--- config.mk ---
export PLATFORM = sky130hd
export DESIGN_NAME = hazard_scoreboard
export DESIGN_NICKNAME = d
export VERILOG_FILES = /design/src/rtl/hazard_scoreboard_pkg.sv /design/src/rtl/hazard_scoreboard_match.sv /design/src/rtl/hazard_scoreboard.sv
export SDC_FILE = /design/constraint.sdc
export NUM_CORES = 1
export LEC_CHECK = 0
export CAP_MARGIN = 20
export CORE_AREA = 2 2 104 106
export CTS_CLUSTER_SIZE = 16
export DETAILED_ROUTE_END_ITERATION = 10
export DIE_AREA = 0 0 106 108
export GPL_TIMING_DRIVEN = 0
export PLACE_DENSITY_LB_ADDON = 0.3
export SLEW_MARGIN = 25
export SYNTH_ARGS = -nofsm -noshare
export SYNTH_HDL_FRONTEND = slang
export SYNTH_SLANG_ARGS = --single-unit
--- constraint.sdc ---
create_clock -name clk -period 4.3 [get_ports clk]
set_clock_uncertainty 0.2 [all_clocks]
set_input_delay 0.43 -clock clk [delete_from_list [all_inputs] [get_ports clk]]
set_output_delay 0.43 -clock clk [all_outputs]
set_load 0.03 [all_outputs]
--- src/rtl/hazard_scoreboard_pkg.sv ---
// hazard_scoreboard_pkg: default sizes and shared entry/forwarding types for the
// decode-to-execute hazard scoreboard.
package hazard_scoreboard_pkg;

    localparam int XLEN_DEF         = 32;
    localparam int REG_FILE_LEN_DEF = 32;
    localparam int DEPTH_DEF        = 3;
    localparam int NUM_SRC_DEF      = 2;
    localparam int RA_W_DEF         = $clog2(REG_FILE_LEN_DEF);
    localparam int LAT_W_DEF        = $clog2(DEPTH_DEF + 1);
    localparam int ST_W_DEF         = (DEPTH_DEF > 1) ? $clog2(DEPTH_DEF) : 1;

    typedef struct packed {
        logic                 valid;
        logic [RA_W_DEF-1:0]  dst;
        logic [LAT_W_DEF-1:0] rem;
    } sb_entry_t;

    // Successor of bypass_t: one forwarding decision per source operand.
    typedef struct packed {
        logic                hit;
        logic [ST_W_DEF-1:0] stage;
        logic [XLEN_DEF-1:0] data;
    } fwd_t;

endpackage

--- src/rtl/hazard_scoreboard_match.sv ---
// sb_match: priority match of one source operand against all tracked stages;
// the youngest (lowest-index) producer decides between forward and stall.
module sb_match
    import hazard_scoreboard_pkg::*;
#(
    parameter int DEPTH = DEPTH_DEF,
    parameter int RA_W  = RA_W_DEF,
    parameter int LAT_W = LAT_W_DEF,
    parameter int ST_W  = ST_W_DEF
) (
    input  logic                        used_i,
    input  logic [RA_W-1:0]             src_i,
    input  logic [DEPTH-1:0]            valid_i,
    input  logic [DEPTH-1:0][RA_W-1:0]  dst_i,
    input  logic [DEPTH-1:0][LAT_W-1:0] rem_i,
    output logic                        hit_o,
    output logic                        stall_o,
    output logic [ST_W-1:0]             stage_o
);

    always_comb begin
        hit_o   = 1'b0;
        stall_o = 1'b0;
        stage_o = '0;
        if (used_i && src_i != '0)
            // Walk oldest to youngest so the youngest match overwrites.
            for (int i = DEPTH - 1; i >= 0; i--)
                if (valid_i[i] && dst_i[i] == src_i) begin
                    hit_o   = rem_i[i] == '0;
                    stall_o = rem_i[i] != '0;
                    stage_o = (rem_i[i] == '0) ? ST_W'(i) : '0;
                end
    end

endmodule

--- src/rtl/hazard_scoreboard.sv ---
// hazard_scoreboard: tracks destination and remaining latency of in-flight
// instructions and resolves decode source operands to forward or stall.
module hazard_scoreboard
    import hazard_scoreboard_pkg::*;
#(
    parameter int XLEN         = XLEN_DEF,
    parameter int REG_FILE_LEN = REG_FILE_LEN_DEF,
    parameter int DEPTH        = DEPTH_DEF,
    parameter int NUM_SRC      = NUM_SRC_DEF,
    parameter int LAT_W        = $clog2(DEPTH + 1),
    localparam int RA_W        = $clog2(REG_FILE_LEN),
    localparam int ST_W        = (DEPTH > 1) ? $clog2(DEPTH) : 1
) (
    input  logic                          clk,
    input  logic                          rst,
    input  logic                          dec_valid,
    input  logic [NUM_SRC-1:0][RA_W-1:0]  dec_src_reg,
    input  logic [NUM_SRC-1:0]            dec_src_used,
    input  logic [RA_W-1:0]               dec_dst_reg,
    input  logic                          dec_we,
    input  logic [LAT_W-1:0]              dec_lat,
    input  logic                          adv,
    input  logic                          flush,
    input  logic [DEPTH-1:0][XLEN-1:0]    stage_data,
    output logic                          stall,
    output logic                          issue,
    output logic [NUM_SRC-1:0]            fwd_hit,
    output logic [NUM_SRC-1:0][ST_W-1:0]  fwd_stage,
    output logic [NUM_SRC-1:0][XLEN-1:0]  fwd_data
);

    logic [DEPTH-1:0]            valid_q, valid_d;
    logic [DEPTH-1:0][RA_W-1:0]  dst_q, dst_d;
    logic [DEPTH-1:0][LAT_W-1:0] rem_q, rem_d;
    logic [NUM_SRC-1:0]          src_stall;
    logic                        we_eff;

    assign we_eff = dec_we & (dec_dst_reg != '0);
    assign stall  = dec_valid & (|src_stall);
    assign issue  = dec_valid & adv & ~stall;

    for (genvar s = 0; s < NUM_SRC; s++) begin : g_src
        sb_match #(
            .DEPTH (DEPTH),
            .RA_W  (RA_W),
            .LAT_W (LAT_W),
            .ST_W  (ST_W)
        ) u_match (
            .used_i  (dec_src_used[s]),
            .src_i   (dec_src_reg[s]),
            .valid_i (valid_q),
            .dst_i   (dst_q),
            .rem_i   (rem_q),
            .hit_o   (fwd_hit[s]),
            .stall_o (src_stall[s]),
            .stage_o (fwd_stage[s])
        );
        assign fwd_data[s] = fwd_hit[s] ? stage_data[fwd_stage[s]] : '0;
    end

    always_comb begin
        valid_d = valid_q;
        dst_d   = dst_q;
        rem_d   = rem_q;
        if (flush) begin
            valid_d = '0;
        end else if (adv) begin
            valid_d[0] = issue & we_eff;
            dst_d[0]   = dec_dst_reg;
            rem_d[0]   = dec_lat - LAT_W'(1);
            for (int i = 1; i < DEPTH; i++) begin
                valid_d[i] = valid_q[i-1];
                dst_d[i]   = dst_q[i-1];
                rem_d[i]   = (rem_q[i-1] == '0) ? '0 : rem_q[i-1] - LAT_W'(1);
            end
        end
    end

    always_ff @(posedge clk) begin
        if (rst) begin
            valid_q <= '0;
            dst_q   <= '0;
            rem_q   <= '0;
        end else begin
            valid_q <= valid_d;
            dst_q   <= dst_d;
            rem_q   <= rem_d;
        end
    end

    a_dec_lat_legal: assert property (@(posedge clk) disable iff (rst)
        dec_valid |-> (dec_lat != '0 && dec_lat <= LAT_W'(DEPTH)));

endmodule

==> results <==
- The max-cap check violation count is 0.
- The number of buffers created by CTS is 3.
- The number of hold-repair buffers added at the cts stage is 0.
- The clock-pin slew on the worst setup and hold paths is 80 ps.
- The number of hold violations in the final report is 0.
- The fraction of registers with async set or reset after synthesis is 0.
- Averaged over all synthesized cells, the footprint is 7.11 um2.
- The number of search-and-repair iterations in the first detailed-routing pass is 5.
- The final count of pins violating max slew is 0.
- For this design the ratio of total power to cell area is 123 nW/um2.
- The maximum clock rate is 240 MHz.
- The largest buffer count on any clock path is 2.
- The cell area reported after detailed placement is 5110 um2.
- After detailed routing, the average wire length per cell comes to 18.8 um.
- Summed over all failing endpoints, the final setup total negative slack is 0 ps.
- The core region is 10200 um2.
- The net count of the finished layout is 742.
- The area of the die is 11400 um2.
- The post-synthesis cell type count is 46.
- Once layout is done, the placed cells without fillers occupy 5270 um2.
- The count of nets left with antenna violations once routing finished came out at 0.
- The most common cell after layout, fill and taps aside is sky130_fd_sc_hd__clkdlybuf4s50_1.
- The via density per instance is 5.74.
- The number of filler cells placed in the layout is 963.
- Input and output buffers added on the ports amount to 192.
- The worst-case IR drop observed on VDD is 0.197 mV.
- OpenSTA, run right after detailed placement, puts the worst setup slack at -155 ps.
- The number of antenna violations at the first check in global routing was 0.
- The clock latency at the later pin of the worst-skew pair is 270 ps.
- The cell count after synthesis is 424.
- The critical path goes through clkdlybuf4s50_1, or4_1, o21ai_2, a21oi_1, nand2_1, buf_2, buf_2, a21oi_1, a211oi_1, clkdlybuf4s50_1.
- The total number of vias is 4337.
- Across every metal layer, demand over resource in global routing totals 0.231.
- The leakage power total is 2.14 nW.
- The synthesized design contains 0 enable-type register cells.
- After layout, the worst setup slack is 129 ps.
- CTS placed an instance of sky130_fd_sc_hd__clkbuf_8 at the clock tree root.
- The number of rows created at floorplan is 37.
- Yosys printed 0 warnings.
- Counting both buffers and inverters, the worst setup path holds a total of 4.
- The ratio of cells with drive above 1 in the final layout is 0.0581.
- The data arrival time at the worst-slack endpoint is 3540 ps.
- The flow ran to the end, and the final reports show no timing, DRC or antenna violations.
- The global-route wire length before repair is 21.7 mm.
- The required time reported for the critical path endpoint is 3670 ps.
- TritonCTS built the clock tree.
- Of all nets on the critical path, the largest fanout is 10.
- The kind of cell adding the most delay to the critical path is buffers and inverters.
- The total routed wirelength is 14.2 mm.
- The post-detailed-route DRC marker count is 0.
- For this configuration, the core starts out at a cell density of 0.295.
- The class of the most critical setup path is in2out.
- The minimum clock period is 4170 ps.
- The synthesized net count is 545.
- The most frequently used flop master after synthesis is sky130_fd_sc_hd__dfxtp_1.
- For this block, the initial DRC count from the detailed router was 304.
- The share of the yosys chip area belonging to registers is 0.159.
- Detailed placement ended at an HPWL of 10.9 mm.
- The count of inserted antenna diode cells is 0.
- The congestion estimate from routability-driven global placement came to 0.869.
- Setup repair after global routing left no endpoint under its margin.
- In this run the worst hold path is classified as reg2reg.
- Leaving out fill and tap cells, the most frequent cells in the layout are sky130_fd_sc_hd__clkdlybuf4s50_1 (164), sky130_fd_sc_hd__a21oi_1 (75), sky130_fd_sc_hd__nand2_1 (42).
- The relative slew slack is 0.470.
- The number of clock sinks seen by CTS is 24.
- In this design, the stage delay of the slowest critical-path cell is 700 ps.
- In this run the vertical extent of the chip is 108 um.
- The setup violation total in the final timing report is 0.
- The category of the worst setup path capture point is an output port.
- Summing internal, switching and leakage power gives 0.649 mW.
- The final hold slack is 263 ps.
- The mapped netlist covers 3010 um2.
- The area growth from synthesis to layout is 75.0%.
- For the pin with the worst max-slew slack, the measured transition is 775 ps.
- Among all stages on the critical path, the largest delay is contributed by sky130_fd_sc_hd__clkdlybuf4s50_1.
- The number of levels the H-tree was split into is 1.
- Entering global routing, the biggest net connects 15 pins.
- The total overflow left after global routing is 0.
- After synthesis the netlist holds a flip-flop and latch count of 24.
- The kind of launch point of the worst setup path is an input port.
- The final clock period utilization by the worst path is 0.970.
- In this run the count of I/O pins placed on the die edge is 193.
- The number of global-route vias before repair is 4183.
- The width of the die is 106 um.
-- layer usage --
layer	up-vias	GRT usage	wire [um]
li1	2019	-	-
met1	2063	0.296	5910
met2	226	0.408	6990
met3	29	0.0313	998
met4	0	0.0639	333
met5	-	0	0
-- worst reg2reg max path: cells and delay by family, from the launching register on --
family                    cells  cell delay [ps]
DFF                           1              350
AOI/OAI and AO/OA             2              970
xor gates and xnor gates      1              180
and+or+nand+nor               3              670
-- cells in the mapped netlist (2+ instances only) --
master                     count  area, um2
sky130_fd_sc_hd__nor3b_1       2       15.0
sky130_fd_sc_hd__buf_6         3       33.8
sky130_fd_sc_hd__inv_2         3       11.3
sky130_fd_sc_hd__a211oi_1     34        255
sky130_fd_sc_hd__dfxtp_1      24        480
sky130_fd_sc_hd__or4_1         3       22.5
sky130_fd_sc_hd__clkbuf_1     27        101
sky130_fd_sc_hd__a21oi_1      75        375
sky130_fd_sc_hd__nor3_1        4       20.0
sky130_fd_sc_hd__o21ai_0      32        160
sky130_fd_sc_hd__o21ai_2       2       17.5
sky130_fd_sc_hd__xor2_1       12        105
sky130_fd_sc_hd__nand3_1       6       30.0
sky130_fd_sc_hd__buf_2         7       35.0
sky130_fd_sc_hd__and3_1        3       18.8
sky130_fd_sc_hd__mux2i_1      35        350
sky130_fd_sc_hd__o311ai_1      3       26.3
sky130_fd_sc_hd__nor4_2        2       25.0
sky130_fd_sc_hd__nor2_1       21       78.8
sky130_fd_sc_hd__and2_1        3       18.8
sky130_fd_sc_hd__a32oi_1      32        280
sky130_fd_sc_hd__buf_1         2       7.51
sky130_fd_sc_hd__nand2_1      42        158
sky130_fd_sc_hd__nand4_1       3       18.8
sky130_fd_sc_hd__o211ai_1      2       15.0
sky130_fd_sc_hd__buf_4         2       15.0
sky130_fd_sc_hd__nor4_1        2       12.5
sky130_fd_sc_hd__xnor2_1      19        166
sky130_fd_sc_hd__nand3b_1      2       15.0
-- where the power goes --
group	total, mW	internal (mW)	switching [mW]
registers	0.234	0.227	0.00728
clock network	0.195	0.124	0.0705
logic	0.220	0.129	0.0908
total	0.649	0.480	0.169
-- logic make-up (layout without fill, tap and decap cells) --
kind of cell | after synthesis | after routing | synth area share
AO/OA/AOI/OAI | 189 | 189 | 0.400
XOR/XNOR | 31 | 31 | 0.0901
buffers and inverters | 45 | 241 | 0.0689
flip-flops | 24 | 24 | 0.159
multiplexers | 35 | 35 | 0.116
AND/OR/NAND/NOR | 100 | 100 | 0.166
-- path summary, 6_finish.rpt --
path	from	to	slack, ps	depth (start not counted)
max reg2reg	dst_q[13]	valid_q[0]	1830	6
max	dec_src_reg[1]	fwd_data[18]	130	10
min	rem_q[4]	rem_q[4]	260	2
min reg2reg	rem_q[4]	rem_q[4]	260	2
-- flip-flops by register name (all words and copies together), names as in the netlist --
name	cells
valid_q	3
rem_q	6
dst_q	15
-- metrics by stage --
stage	utilization	instances
floorplan	-	424
global placement	0.499	752
detailed placement	0.499	752
CTS	0.508	756
global route	0.515	756
finish	0.515	756
-- area by class of cell --
type                            count  area, um2  share of cell area
Sequential cell                    24        480              0.0911
Inverter                            4       15.0             0.00285
Buffer                             41        200              0.0380
Clock inverter                      1       30.0             0.00569
Timing Repair Buffer              192       1990               0.378
Tap cell                          136        170              0.0323
Clock buffer                        3       41.3             0.00783
Multi-Input combinational cell    355       2340               0.445
-- what timing repair did --
item,in CTS,in global routing
resized for setup,4,37
setup buffers,0,0
setup endpoints to repair,32,55
(Power assumes the default switching activity.)
